==> config.mk <==
export PLATFORM = sky130hd
export DESIGN_NAME = debounced_gate_bank
export DESIGN_NICKNAME = d
export VERILOG_FILES = /design/src/rtl/debounced_gate_bank.sv
export SDC_FILE = /design/constraint.sdc
export NUM_CORES = 1
export LEC_CHECK = 0
export ABC_AREA = 1
export CAP_MARGIN = 20
export CORE_MARGIN = 4
export CORE_UTILIZATION = 47
export CTS_CLUSTER_SIZE = 24
export DETAILED_ROUTE_END_ITERATION = 6
export PLACE_DENSITY = 0.72
export SYNTH_ARGS = -nofsm -noshare
export SYNTH_HDL_FRONTEND = slang
export SYNTH_SLANG_ARGS = --single-unit
==> constraint.sdc <==
create_clock -name clk -period 1.1 [get_ports clk]
set_input_delay 0.22 -clock clk [delete_from_list [all_inputs] [get_ports clk]]
set_output_delay 0.22 -clock clk [all_outputs]
set_load 0.01 [all_outputs]
==> src/rtl/debounced_gate_bank.sv <==
// rtl/debounced_gate_bank.sv - WIDTH-channel synchronise, debounce and invert front-end with change strobes.
module debounced_gate_bank #(
    parameter int               WIDTH         = 4,
    parameter int               STABLE_CYCLES = 4,
    parameter logic [WIDTH-1:0] INVERT_MASK   = {WIDTH{1'b0}}
) (
    input  logic             clk,
    input  logic             rst,
    input  logic             en,
    input  logic [WIDTH-1:0] i,
    output logic [WIDTH-1:0] o,
    output logic [WIDTH-1:0] changed
);

    localparam int CW = (STABLE_CYCLES < 1) ? 1 : $clog2(STABLE_CYCLES + 1);
    localparam logic [CW-1:0] LAST = CW'(STABLE_CYCLES - 1);

    generate
        if (STABLE_CYCLES < 1) begin : g_bad_stable_cycles
            $fatal(1, "debounced_gate_bank: STABLE_CYCLES must be at least 1");
        end
    endgenerate

    logic [WIDTH-1:0] sync1;
    logic [WIDTH-1:0] sync2;
    logic [WIDTH-1:0] s;

    // Synchronisers run regardless of en so a re-enable sees a fresh input.
    always_ff @(posedge clk or posedge rst) begin
        if (rst) begin
            sync1 <= '0;
            sync2 <= '0;
        end else begin
            sync1 <= i;
            sync2 <= sync1;
        end
    end

    genvar k;
    generate
        for (k = 0; k < WIDTH; k++) begin : g_chan
            logic          s_q;
            logic          changed_q;
            logic [CW-1:0] cnt;

            always_ff @(posedge clk or posedge rst) begin
                if (rst) begin
                    s_q       <= 1'b0;
                    changed_q <= 1'b0;
                    cnt       <= '0;
                end else if (!en || (sync2[k] == s_q)) begin
                    changed_q <= 1'b0;
                    cnt       <= '0;
                end else if (cnt == LAST) begin
                    s_q       <= sync2[k];
                    changed_q <= 1'b1;
                    cnt       <= '0;
                end else begin
                    changed_q <= 1'b0;
                    cnt       <= cnt + 1'b1;
                end
            end

            assign s[k]       = s_q;
            assign changed[k] = changed_q;
        end
    endgenerate

    assign o = s ^ INVERT_MASK;

endmodule

==> qor.yml, run 1 <==
cts_tree: "done"
min_path_type: "input port to asynchronous set/reset pin"
crit_type: "register to output pin"
yosysUniqueCellTypes: 15
wirelength_um: 2000
io_pins: 15
peakVddDrop_mv: 1.42
antenna_cells: 0
setup_ws_ns: -0.0213
critPathTopFamily: "flip-flops"
dpl.hpwl_um: 1290
tightest_slew_ns: 0.184
rr_endpoint: "g_chan[1].s_q$_DFFE_PP0P_"
outcome: "finished with violations"
cp_num_cells: 1
die-height_um: 57.7
met1_usage_pct: 13.1
slew_headroom_pct: 87.7
clkSlewWorstSetupHoldPaths_ns: 0.15
die_area_mm2: 0.00333
antenna_found_initial: 0
r2r_cells: 6
grt.busiest_layer: "met2"
p_total_w: 0.00232
clk_latency_ns: 0.34
area_growth_pct: 34.2
maxSlewViolCount: 0
power_density_mw_per_mm2: 1490
design_area_mm2: 0.00156
cp_slowest_cell: "dfrtp_1"
port-buffer-count: 14
grt_remaining_overflow: 0
viasPerCell: 4.68
ys_seq_elements: 28
grt_pass1_wl_um: 3380
placed_area_mm2: 0.00138
timing.hold.ws_ns: 0.189
cp-start-kind: "register"
grt_use_met2_pct: 23.9
yosysWarningCount: 0
clock-root-buffer: "clkbuf_4"
fin_nets: 148
yosysSeqAreaShare_pct: 60.4
grt_use_met3_pct: 3.56
synth_area_mm2: 0.00116
ff2ff_setup_slack_ns: 0.03
critPathMaxFanout: 2
period_needed_ns: 1.12
drt_iter0_markers: 4
wl_per_cell_um: 12.2
clock.fmax_mhz: 892
grt_max_degree: 29
dr.pass1.iters: 2
syn-num-nets: 120
leakage_nw: 0.795
fin_crit_sh_pct: 102
synth.avg_cell_area_um2: 10.6
r2r-start: "g_chan[1].cnt[0]$_DFF_PP0_"
violations: "setup timing"
syn-instance-count: 109
cp.arrival_ns: 0.90
clock_path_buffers: 2
max-cap-violations: 0
drc: 0
setup_viol: 4
cp_cell_sequence: "buf_2"
cts_hold_repair.buffers: 0
slowest_delay_ns: 0.42
core_mm2: 0.00228
post-route-util_pct: 68.4
vias: 768
cts_buffers: 3
track_usage_pct: 13.3
crit_buf_inv: 1
rsz0062_at_grt: "yes"
cts_num_sinks: 28
place_congestion: 0.700
fp.dieW_um: 57.7
h-tree-depth: 1
grt_pass1_vias: 850
worstPathRequired_ns: 0.88
cp-end-kind: "output pin"
finalSetupTns_ns: -0.0377
hold_violations: 0
start_util_pct: 51.0
ant_nets: 0
clock_skew_ns: 0.0113
drive_gt1_share_pct: 44.9
rows: 17
==> worst max path at each step <==
stage	start	endpoint	slack, ns
6_report	g_chan[0].s_q$_DFFE_PP0P_	o[0]	-0.02
5_1_grt	g_chan[0].s_q$_DFFE_PP0P_	o[0]	-0.07
4_1_cts	g_chan[0].s_q$_DFFE_PP0P_	o[0]	-0.04
3_5_place_dp	en	g_chan[1].s_q$_DFFE_PP0P_	-0.19
3_3_place_gp	en	g_chan[2].s_q$_DFFE_PP0P_	-0.16
2_1_floorplan	g_chan[2].cnt[0]$_DFF_PP0_	g_chan[2].s_q$_DFFE_PP0P_	0.05
==> synthesized netlist by cell type <==
library cell  number  share of area [%]
or2_1              2                1.1
nand3_1            4                1.7
a21oi_2            2                1.5
nor3_2             4                3.5
nor2_1            12                3.9
dfrtp_1           28                 60
a21oi_4            2                2.8
nand2_2            2                1.1
nand4_1            4                2.2
inv_1             17                5.5
ha_1               4                4.3
or2_2              2                1.1
inv_2              1               0.32
nand2_1           17                5.5
buf_4              8                5.2
==> through the flow <==
| stage | worst slack [ns] | cells |
|---|---|---|
| after detailed placement | -0.189 | 155 |
| after floorplan | 0.0531 | 109 |
| after global routing | -0.0710 | 164 |
| after global placement | -0.156 | 155 |
| final | -0.0213 | 164 |
| after CTS | -0.0389 | 160 |
==> cell usage in the layout, fill, tap and decap left out, types with 3 or more instances in the layout <==
cell,instances
nand4_1,4
or2_4,4
nand2_4,4
ha_2,3
a21oi_4,4
buf_2,6
clkbuf_4,3
nor3_2,3
buf_4,14
nor2_1,8
nor2_4,3
inv_2,5
dfrtp_1,28
nand2_1,15
nand3_2,4
buf_6,4
clkdlybuf4s50_1,6
inv_1,13
==> report_power, final <==
part           internal [W]  leakage, nW  switching [W]  total, W
clock network      0.000369       0.0279       0.000298  0.000667
registers           0.00111        0.366      0.0000479   0.00115
logic              0.000252        0.401       0.000249  0.000501
total               0.00173        0.795       0.000595   0.00232
==> final cells by class <==
type                    count  area, µm²
clock buffers               3       22.5
clock inverters             1       30.0
fillers                   163        719
inverters                  18       67.6
multi-input cells          55        440
flip-flops and latches     28        701
well taps                  28       35.0
repair buffers             31        260
==> sequential cells by signal (all words and copies together) (netlist names) <==
signal,cells
g_chan.cnt,12
g_chan.changed_q,4
sync2,4
g_chan.s_q,4
sync1,4
==> kinds of logic after synthesis <==
logic type               after synthesis  share of synthesized area, %
adder cells (fa/ha/maj)                4                          4.32
AO/OA/AOI/OAI                          4                          4.32
buffers and inverters                 26                          11.0
AND/OR/NAND/NOR                       47                          20.0
flip-flops                            28                          60.4
==> worst register-to-register path: cells and delay by family (launching register included) <==
| family | cells | cell delay (ns) |
|---|---|---|
| flip-flops | 1 | 0.39 |
| buffers and inverters | 1 | 0.05 |
| adder cells (fa/ha/maj) | 1 | 0.18 |
| AND/OR/NAND/NOR | 4 | 0.38 |
==> per-layer routing <==
metal / vias to the layer above / part of all wire [%] / routed length, µm
li1: 386 / - / -
met1: 363 / 42 / 830
met2: 14 / 51 / 1030
met3: 5 / 4.3 / 85
met4: 0 / 2.7 / 53
met5: - / 0 / 0
==> timing repair <==
action | CTS | global route
endpoints found under the setup margin | 19 | 23
setup buffers | 1 | 4
hold endpoints to repair | 0 | 0
resized for setup | 40 | 27
pin swaps | 1 | 5
Power figures use the tool's default switching activity.
==> inputs of run 2 (changes only) <==
==> constraint.sdc (replaced) <==
create_clock -name clk -period 1 [get_ports clk]
set_input_delay 0.2 -clock clk [delete_from_list [all_inputs] [get_ports clk]]
set_output_delay 0.2 -clock clk [all_outputs]
set_load 0.01 [all_outputs]
==> run 2 against run 1 <==
Against the previous run: the run still ends with setup timing left; global-route usage grew 0.42 points; final area grew 0.32%; clock power shrank 34%; register-to-register slack lost 0.13 ns; via count grew 0.13%; wire length shrank 1.4%; non-clock buffer count grew 2; combinational power grew 22%; clock skew shrank 0.010 ns; sequential share of layout area shrank 0.14 points.
==> qor.yml, run 2 (same netlist as run 1, synthesis figures left out) <==
grt_remaining_overflow: 0
dp_slack_ns: -0.268
dp_cells: 154
vias: 769
violations: "setup timing"
cp-start-kind: "register"
crit_type: "register to register"
max-cap-violations: 0
clock-root-buffer: "clkbuf_4"
final_common_cell: "dfrtp_1"
critPathMaxFanout: 3
track_usage_pct: 13.7
final_cell_mix: "28 x dfrtp_1, 15 x inv_1, 15 x nand2_1"
cp.arrival_ns: 1.32
clk_latency_ns: 0.32
grt_pass1_vias: 859
worstPathRequired_ns: 1.22
min_path_type: "input port to asynchronous set/reset pin"
ant_nets: 0
viasPerCell: 4.66
cp-end-kind: "register"
regMostFlops: "g_chan.cnt"
clock.fmax_mhz: 906
stdcell_count: 165
antenna_cells: 0
hold_violations: 0
largest_reg_flops: 12
wirelength_um: 1970
power_density_mw_per_mm2: 1490
drc: 0
setup_viol: 25
cts_buffers: 3
peakVddDrop_mv: 1.21
clock_path_buffers: 2
h-tree-depth: 1
setup_ws_ns: -0.104
wl_per_cell_um: 11.9
die-height_um: 57.7
grt_max_degree: 29
design_area_mm2: 0.00156
core_mm2: 0.00228
clock_skew_ns: 0.00112
port-buffer-count: 14
cts_hold_repair.buffers: 0
leakage_nw: 0.784
fp.dieW_um: 57.7
antenna_found_initial: 0
dr.pass1.iters: 4
place_congestion: 0.722
rsz0062_at_grt: "yes"
placed_area_mm2: 0.00138
cts_num_sinks: 28
grt_pass1_wl_um: 3530
fin_crit_sh_pct: 110
io_pins: 15
rows: 17
dpl.hpwl_um: 1300
tightest_slew_ns: 0.189
slew_headroom_pct: 87.4
area_growth_pct: 34.6
period_needed_ns: 1.10
clkSlewWorstSetupHoldPaths_ns: 0.14
drive_gt1_share_pct: 47.4
cts_tree: "done"
maxSlewViolCount: 0
outcome: "finished with violations"
fin_nets: 150
drt_iter0_markers: 13
start_util_pct: 51.0
die_area_mm2: 0.00333
-- run 2: cell types whose count changed in the layout (fill, tap and decap cells not counted), sizes merged --
cell | before | now
bufinv | 1 | 0
buf | 25 | 27
-- run 2: worst paths after layout --
path,cells after the start,slack (ns),end,start
min in group clk,1,0.30,sync1[0]$_DFF_PP0_,i[0]
min reg2reg,0,0.36,sync2[1]$_DFF_PP0_,sync1[1]$_DFF_PP0_
max in group asynchronous,3,0.65,g_chan[1].cnt[2]$_DFF_PP0_,rst
min,3,0.20,g_chan[2].cnt[0]$_DFF_PP0_,rst
max,6,-0.10,g_chan[1].s_q$_DFFE_PP0P_,g_chan[1].s_q$_DFFE_PP0P_
max reg2reg,6,-0.10,g_chan[1].s_q$_DFFE_PP0P_,g_chan[1].s_q$_DFFE_PP0P_
-- run 2: critical path, cell delays in order (launching register included) --
cell     delay (ns)
dfrtp_1        0.42
buf_6          0.13
buf_6          0.11
a21oi_4        0.14
nand3_2        0.09
nand2_1        0.07
nand2_1        0.05
-- run 2: where the power goes --
group	total (W)	internal (W)	switching [W]
Sequential	0.00127	0.00122	0.0000551
Combinational	0.000609	0.000324	0.000285
Clock	0.000443	0.000141	0.000302
Total	0.00232	0.00168	0.000642
-- run 2: area by class of cell --
cell class	count	area, µm²
Fill cell	178	714
Inverter	18	67.6
Clock buffer	3	22.5
Timing Repair Buffer	33	288
Tap cell	28	35.0
Sequential cell	28	701
Multi-Input combinational cell	55	448
-- run 2: timing repair --
item	CTS	global route
buffers inserted	6	3
endpoints found under the setup margin	28	28
resized for setup	51	18
pin swaps	15	13
-- run 2: layer usage --
metal / vias to the layer above / track usage (%) / wire length [µm]
met5: - / 0 / 0
met4: 0 / 6.29 / 10
met3: 2 / 2.45 / 77
met2: 8 / 24.2 / 1090
met1: 375 / 16.1 / 789
li1: 384 / - / -
-- run 2: through the flow --
| step | hold slack, ns | power [W] | utilization [%] | setup TNS, ns |
|---|---|---|---|---|
| global route | 0.196 | 0.00247 | 68.6 | -2.72 |
| finish | 0.198 | 0.00232 | 68.6 | -1.14 |
| detailed placement | 0.336 | 0.00175 | 60.6 | -4.47 |
| global placement | 0.332 | 0.00173 | 60.6 | -4.31 |
| floorplan | 0.231 | 0.00155 | - | 0 |
| CTS | 0.204 | 0.00228 | 64.7 | -1.41 |
